==> src/rtl/tfe_pkg.sv <==
// Shared types and constants for the feature scheduler and its tag alignment chain.
package tfe_pkg;

    localparam int FEAT_W   = 256;
    localparam int REQ_ID_W = 1;
    localparam int CNT_W    = 8;

    typedef logic [REQ_ID_W-1:0] req_id_t;

    localparam req_id_t REQ0 = req_id_t'(0);
    localparam req_id_t REQ1 = req_id_t'(1);

    typedef enum logic {
        ST_IDLE  = 1'b0,
        ST_BURST = 1'b1
    } state_e;

    // Sideband that travels alongside each issued word.
    typedef struct packed {
        req_id_t src;
        logic    last;
    } tag_t;

endpackage

==> src/rtl/tfe_feature_scheduler_if.sv <==
// Requester-side valid/ready handshake for both feature sources.
interface tfe_feature_scheduler_if;
    import tfe_pkg::*;

    logic              i_req0_valid;
    logic [FEAT_W-1:0] i_req0_feature;
    logic              o_req0_ready;
    logic              i_req1_valid;
    logic [FEAT_W-1:0] i_req1_feature;
    logic              o_req1_ready;

    modport master (
        output i_req0_valid, i_req0_feature, i_req1_valid, i_req1_feature,
        input  o_req0_ready, o_req1_ready
    );

    modport slave (
        input  i_req0_valid, i_req0_feature, i_req1_valid, i_req1_feature,
        output o_req0_ready, o_req1_ready
    );

endinterface

==> src/rtl/tfe_tag_delay.sv <==
// Fixed-depth shift register that delays a tag by DEPTH cycles; advances every cycle.
module tfe_tag_delay #(
    parameter int WIDTH = 2,
    parameter int DEPTH = 1
) (
    input  logic             clk,
    input  logic             rst_n,
    input  logic [WIDTH-1:0] d_i,
    output logic [WIDTH-1:0] q_o
);

    logic [WIDTH-1:0] stage_q [DEPTH];

    // NOTE: every stage is cleared on reset (not just the head) so no stale tag drains out afterwards;
    // non-blocking assignments let each stage sample its neighbour's old value in the same edge.
    always_ff @(posedge clk) begin
        if (!rst_n) begin
            for (int i = 0; i < DEPTH; i++) begin
                stage_q[i] <= '0;
            end
        end else begin
            stage_q[0] <= d_i;
            for (int i = 1; i < DEPTH; i++) begin
                stage_q[i] <= stage_q[i-1];
            end
        end
    end

    assign q_o = stage_q[DEPTH-1];

endmodule

==> src/rtl/tfe_feature_scheduler.sv <==
// Two-requester round-robin burst scheduler feeding the preprocess stage.
// Registers each accepted word and aligns its source/last tag with the preprocess latency.
module tfe_feature_scheduler
    import tfe_pkg::*;
#(
    parameter int BURST_LEN = 16,
    parameter int PP_LAT    = 1
) (
    input  logic                   clk,
    input  logic                   rst_n,
    input  logic                   i_flush,
    tfe_feature_scheduler_if.slave req_if,
    output logic [FEAT_W-1:0]      o_feature,
    output logic                   o_feature_valid,
    output logic                   o_pp_src,
    output logic                   o_pp_last,
    output logic                   o_busy,
    output logic                   o_burst_done
);

    localparam logic [CNT_W-1:0] LAST_CNT = CNT_W'(BURST_LEN - 1);

    state_e            state_q, state_d;
    req_id_t           grant_q, grant_d;
    req_id_t           ptr_q, ptr_d;
    logic [CNT_W-1:0]  cnt_q, cnt_d;
    logic              done_q, done_d;
    logic [FEAT_W-1:0] feature_q, feature_d;
    logic              feature_valid_q;
    tag_t              tag_q, tag_d;
    tag_t              pp_tag;

    logic              ready0, ready1;
    logic              xfer, is_last;
    logic              gnt_valid;
    logic [FEAT_W-1:0] gnt_feature;

    assign gnt_valid   = (grant_q == REQ0) ? req_if.i_req0_valid   : req_if.i_req1_valid;
    assign gnt_feature = (grant_q == REQ0) ? req_if.i_req0_feature : req_if.i_req1_feature;

    // NOTE: every signal written here gets a default first, so no path can infer a latch.
    always_comb begin
        state_d = state_q;
        grant_d = grant_q;
        ptr_d   = ptr_q;
        cnt_d   = cnt_q;
        done_d  = 1'b0;
        xfer    = 1'b0;
        is_last = 1'b0;
        ready0  = 1'b0;
        ready1  = 1'b0;

        case (state_q)
            ST_IDLE: begin
                if (!i_flush && (req_if.i_req0_valid || req_if.i_req1_valid)) begin
                    state_d = ST_BURST;
                    cnt_d   = '0;
                    grant_d = (req_if.i_req0_valid && req_if.i_req1_valid)
                              ? ptr_q : req_id_t'(req_if.i_req1_valid);
                end
            end
            ST_BURST: begin
                if (i_flush) begin
                    // Abort: pointer is left alone so the same requester wins again.
                    state_d = ST_IDLE;
                    cnt_d   = '0;
                end else begin
                    ready0 = (grant_q == REQ0);
                    ready1 = (grant_q == REQ1);
                    xfer   = gnt_valid;
                    if (xfer) begin
                        if (cnt_q == LAST_CNT) begin
                            is_last = 1'b1;
                            state_d = ST_IDLE;
                            cnt_d   = '0;
                            ptr_d   = ~grant_q;
                            done_d  = 1'b1;
                        end else begin
                            cnt_d = cnt_q + CNT_W'(1);
                        end
                    end
                end
            end
            default: state_d = ST_IDLE;
        endcase
    end

    always_comb begin
        feature_d    = xfer ? gnt_feature : feature_q;
        tag_d.src    = xfer ? grant_q : REQ0;
        tag_d.last   = is_last;
    end

    always_ff @(posedge clk) begin
        if (!rst_n) begin
            state_q         <= ST_IDLE;
            grant_q         <= REQ0;
            ptr_q           <= REQ0;
            cnt_q           <= '0;
            done_q          <= 1'b0;
            feature_q       <= '0;
            feature_valid_q <= 1'b0;
            tag_q           <= '0;
        end else begin
            state_q         <= state_d;
            grant_q         <= grant_d;
            ptr_q           <= ptr_d;
            cnt_q           <= cnt_d;
            done_q          <= done_d;
            feature_q       <= feature_d;
            feature_valid_q <= xfer;
            tag_q           <= tag_d;
        end
    end

    tfe_tag_delay #(
        .WIDTH ($bits(tag_t)),
        .DEPTH (PP_LAT)
    ) u_tag_delay (
        .clk   (clk),
        .rst_n (rst_n),
        .d_i   (tag_q),
        .q_o   (pp_tag)
    );

    assign req_if.o_req0_ready = ready0;
    assign req_if.o_req1_ready = ready1;
    assign o_feature           = feature_q;
    assign o_feature_valid     = feature_valid_q;
    assign o_pp_src            = pp_tag.src;
    assign o_pp_last           = pp_tag.last;
    assign o_busy              = (state_q == ST_BURST);
    assign o_burst_done        = done_q;

endmodule

==> src/flat_wrapper.sv <==
// flat-port wrapper written by rule: the top's interface ports become plain ports
module tfe_feature_scheduler_flat import tfe_pkg::*;
#(
    parameter int BURST_LEN = 16,
    parameter int PP_LAT    = 1
)
  (clk, rst_n, i_flush, o_feature, o_feature_valid, o_pp_src, o_pp_last, o_busy, o_burst_done, req_if_i_req0_valid, req_if_i_req0_feature, req_if_i_req1_valid, req_if_i_req1_feature, req_if_o_req0_ready, req_if_o_req1_ready);
  tfe_feature_scheduler_if req_if_i ();
  input  logic clk;
  input  logic rst_n;
  input  logic i_flush;
  output logic [FEAT_W-1:0] o_feature;
  output logic o_feature_valid;
  output logic o_pp_src;
  output logic o_pp_last;
  output logic o_busy;
  output logic o_burst_done;
  input wire logic [$bits(req_if_i.i_req0_valid)-1:0] req_if_i_req0_valid;
  input wire logic [$bits(req_if_i.i_req0_feature)-1:0] req_if_i_req0_feature;
  input wire logic [$bits(req_if_i.i_req1_valid)-1:0] req_if_i_req1_valid;
  input wire logic [$bits(req_if_i.i_req1_feature)-1:0] req_if_i_req1_feature;
  output wire logic [$bits(req_if_i.o_req0_ready)-1:0] req_if_o_req0_ready;
  output wire logic [$bits(req_if_i.o_req1_ready)-1:0] req_if_o_req1_ready;
  assign req_if_i.i_req0_valid = req_if_i_req0_valid;
  assign req_if_i.i_req0_feature = req_if_i_req0_feature;
  assign req_if_i.i_req1_valid = req_if_i_req1_valid;
  assign req_if_i.i_req1_feature = req_if_i_req1_feature;
  assign req_if_o_req0_ready = req_if_i.o_req0_ready;
  assign req_if_o_req1_ready = req_if_i.o_req1_ready;
  tfe_feature_scheduler #(.BURST_LEN(BURST_LEN), .PP_LAT(PP_LAT)) u_core (.clk(clk), .rst_n(rst_n), .i_flush(i_flush), .req_if(req_if_i), .o_feature(o_feature), .o_feature_valid(o_feature_valid), .o_pp_src(o_pp_src), .o_pp_last(o_pp_last), .o_busy(o_busy), .o_burst_done(o_burst_done));
endmodule
==> config.mk <==
export PLATFORM = sky130hd
export DESIGN_NAME = tfe_feature_scheduler_flat
export DESIGN_NICKNAME = d
export VERILOG_FILES = /design/src/rtl/tfe_pkg.sv /design/src/rtl/tfe_feature_scheduler_if.sv /design/src/rtl/tfe_tag_delay.sv /design/src/rtl/tfe_feature_scheduler.sv /design/src/flat_wrapper.sv
export SDC_FILE = /design/constraint.sdc
export NUM_CORES = 1
export LEC_CHECK = 0
export CAP_MARGIN = 20
export CORE_AREA = 2 2 303 305
export CTS_CLUSTER_DIAMETER = 150
export CTS_CLUSTER_SIZE = 10
export DETAILED_ROUTE_END_ITERATION = 7
export DIE_AREA = 0 0 305 307
export GPL_ROUTABILITY_DRIVEN = 0
export GPL_TIMING_DRIVEN = 0
export MAX_ROUTING_LAYER = met4
export PLACE_DENSITY = 0.48
export SKIP_CTS_REPAIR_TIMING = 1
export SLEW_MARGIN = 30
export SYNTH_ARGS = -nofsm -noshare
export SYNTH_HDL_FRONTEND = slang
export SYNTH_SLANG_ARGS = --single-unit
export TNS_END_PERCENT = 5
==> constraint.sdc <==
create_clock -name clk -period 5 [get_ports clk]
set_clock_uncertainty 0.05 [all_clocks]
set_input_delay 0.5 -clock clk [delete_from_list [all_inputs] [get_ports clk]]
set_output_delay 0.5 -clock clk [all_outputs]
set_load 0.01 [all_outputs]
==> results.toml <==
[outcome]
status = "finished clean"

[sta]
drv_slew = 0
rsz0062_at_grt = "no"
relSlewSlack_pct = 38.9
fin_crit_sh_pct = 69.0
tightestPinTransition_ns = 0.917
hold_violations = 0
fmax_ghz = 0.290
min_period_ns = 3.45
finalSetupTns_ns = 0
finalSetupViolCount = 0

[final_layout]
fin_util_pct = 24.8
drive_above_1_share_pct = 2.26
final_nets = 2551
design_area_um2 = 22400
multi_input_area_um2 = 6480
fill_cells = 9769
final_common_cell = "clkdlybuf4s50_1"
area_growth_pct = 81.2
mostFrequentLayoutCells = "clkdlybuf4s50_1 (778), dfxtp_1 (272), nand2_1 (261), mux2i_1 (257), o211a_1 (256)"
seqCellArea_um2 = 5450
diodes = 0

[floorplanning]
rows = 111
ios = 780
fp.dieH_um = 307
dieArea_um2 = 93600
start_util_pct = 13.7
core-area_um2 = 90700
dieWidth_um = 305

[clock_tree]
clkLatencyLatePin_ns = 0.57
cts.clk_slew.worst_paths_ns = 0.06
cts_tree = "built"
cts_buffer_depth = 3
cts.sinks = 272
root_buffer = "clkbuf_16"
cts_buffers = 31
htreeDepth = 1

[power]
vdd_drop_max_v = 0.000259
p_leak_nw = 10.3
p_per_area_nw_per_um2 = 237
fin_total_pwr_mw = 5.31

[synthesis]
syn_inst = 1222
synth_seq_cells = 272
synth_cell_types = 31
synthesis.nets = 1740
ys_seq_area_share_pct = 44.0
synth_edf_count = 0
ys_async_sr_fraction_pct = 0
syn_area_per_cell_um2 = 10.1
synth_area_um2 = 12400
synth_ff_type = "dfxtp_1"
yosysWarnings = 0

[drt]
vias = 12572
wl_per_cell_um = 19.3
dr.pass1.iters = 5
totalWireLength_mm = 62.0
via_per_inst = 3.91
antenna_left = 0
drt_first_iter_violations = 389
drc = 0

[hold_path]
min_path_type = "flop to flop"
holdPathEnd = "u_core.u_tag_delay.stage_q[0][1]$_SDFF_PN0_"
min_from = "u_core.tag_q[1]$_SDFF_PN0_"
holdPathStages = 1

[setup_path]
start_kind = "flop"
crit_arrival_ns = 2.90
startpoint = "u_core.grant_q$_SDFFE_PN0P_"
end_kind = "output port"
path_class = "flop to output port"
reg2reg_depth = 8
path_max_fanout = 10
regToRegSetupSlack_ns = 2.25
r2r-start = "u_core.grant_q$_SDFFE_PN0P_"
required_ns = 4.45
r2r-end = "u_core.o_feature[30]$_SDFFE_PN0P_"

[global_routing]
gr-total-overflow = 0
grt.total_usage_pct = 12.9
grt_max_degree = 15
grt_pass1_wl_mm = 88.4
antenna_found_initial = 2
grt_pass1_vias = 13569

[place]
dp_hpwl_mm = 51.1
port_buffers = 778
placed_cell_area_um2 = 21700

[job]
drv_cap = 0
[cell type report]
cell class,instances,share of cell area (%)
Buffer,117,2.05
Timing Repair Buffer,778,34.7
Multi-Input combinational cell,831,28.9
Sequential cell,272,24.3
Inverter,2,0.0334
Tap cell,1186,6.61
Clock inverter,1,0.0390
Clock buffer,31,3.46
[metal layers]
metal	track usage, %	share of wire [%]	vias up
li1	-	-	6041
met1	13.8	39	5956
met2	23.2	51	495
met3	3.71	7.2	80
met4	3.13	2.7	0
met5	-	0	-
[per-stage QoR]
step                      instances  hold slack, ns  setup slack (ns)
after CTS                      3218           0.386              1.39
final                          3218           0.384              1.55
after global routing           3218           0.421              1.38
after detailed placement       3186           0.372              1.45
after floorplan                1222           0.362              3.22
after global placement         3186           0.371              1.44
[cell usage after synthesis, drive strengths merged, types with 2 or more instances]
cell type | n | area share, %
a21boi | 3 | 0.18
a21oi | 6 | 0.24
and2 | 6 | 0.30
buf | 19 | 0.72
clkbuf | 98 | 3.0
dfxtp | 272 | 44
inv | 2 | 0.061
mux2i | 257 | 21
nand2 | 261 | 7.9
nand2b | 2 | 0.10
nand3 | 5 | 0.20
nor2 | 3 | 0.091
nor2b | 5 | 0.25
o211a | 256 | 21
o21ai | 4 | 0.16
o31ai | 5 | 0.30
o41ai | 2 | 0.14
or4 | 6 | 0.36
[registers in the layout (all words and copies together) (netlist names)]
| register | count |
|---|---|
| u_core.cnt_q | 8 |
| u_core.grant_q | 1 |
| u_core.o_burst_done | 1 |
| u_core.o_busy | 1 |
| u_core.o_feature | 256 |
| u_core.o_feature_valid | 1 |
| u_core.ptr_q | 1 |
| u_core.tag_q | 1 |
| u_core.u_tag_delay.stage_q | 2 |
[worst max-delay path, cell delays in order (launching register included)]
cell and delay (ns):
dfxtp_1 0.30, buf_4 0.21, buf_2 0.40, clkbuf_1 0.60, and2_1 0.23, clkdlybuf4s50_1 0.59
[report_power, final]
part           total, mW  switching, mW  internal (mW)
Combinational       1.04          0.404          0.633
Clock               1.98          0.906           1.08
Sequential          2.29         0.0436           2.24
Total               5.31           1.35           3.96
[how the worst max path moves through the flow]
stage	end	slack (ns)	depth (start not counted)
detailed placement	u_core.o_feature[118]$_SDFFE_PN0P_	1.45	8
global placement	u_core.o_feature[118]$_SDFFE_PN0P_	1.44	8
floorplan	u_core.o_feature[0]$_SDFFE_PN0P_	3.22	7
finish	req_if_o_req1_ready	1.55	5
global route	req_if_o_req1_ready	1.38	5
CTS	req_if_o_req1_ready	1.39	5
[cells by family after synthesis]
kind of cell,count (synthesis),synth area share [%]
flops,272,44.0
buf+inv,119,3.75
mux,257,20.8
fa+ha+maj,1,0.101
compound gates,279,21.9
simple gates,294,9.53
Power figures use the tool's default switching activity.
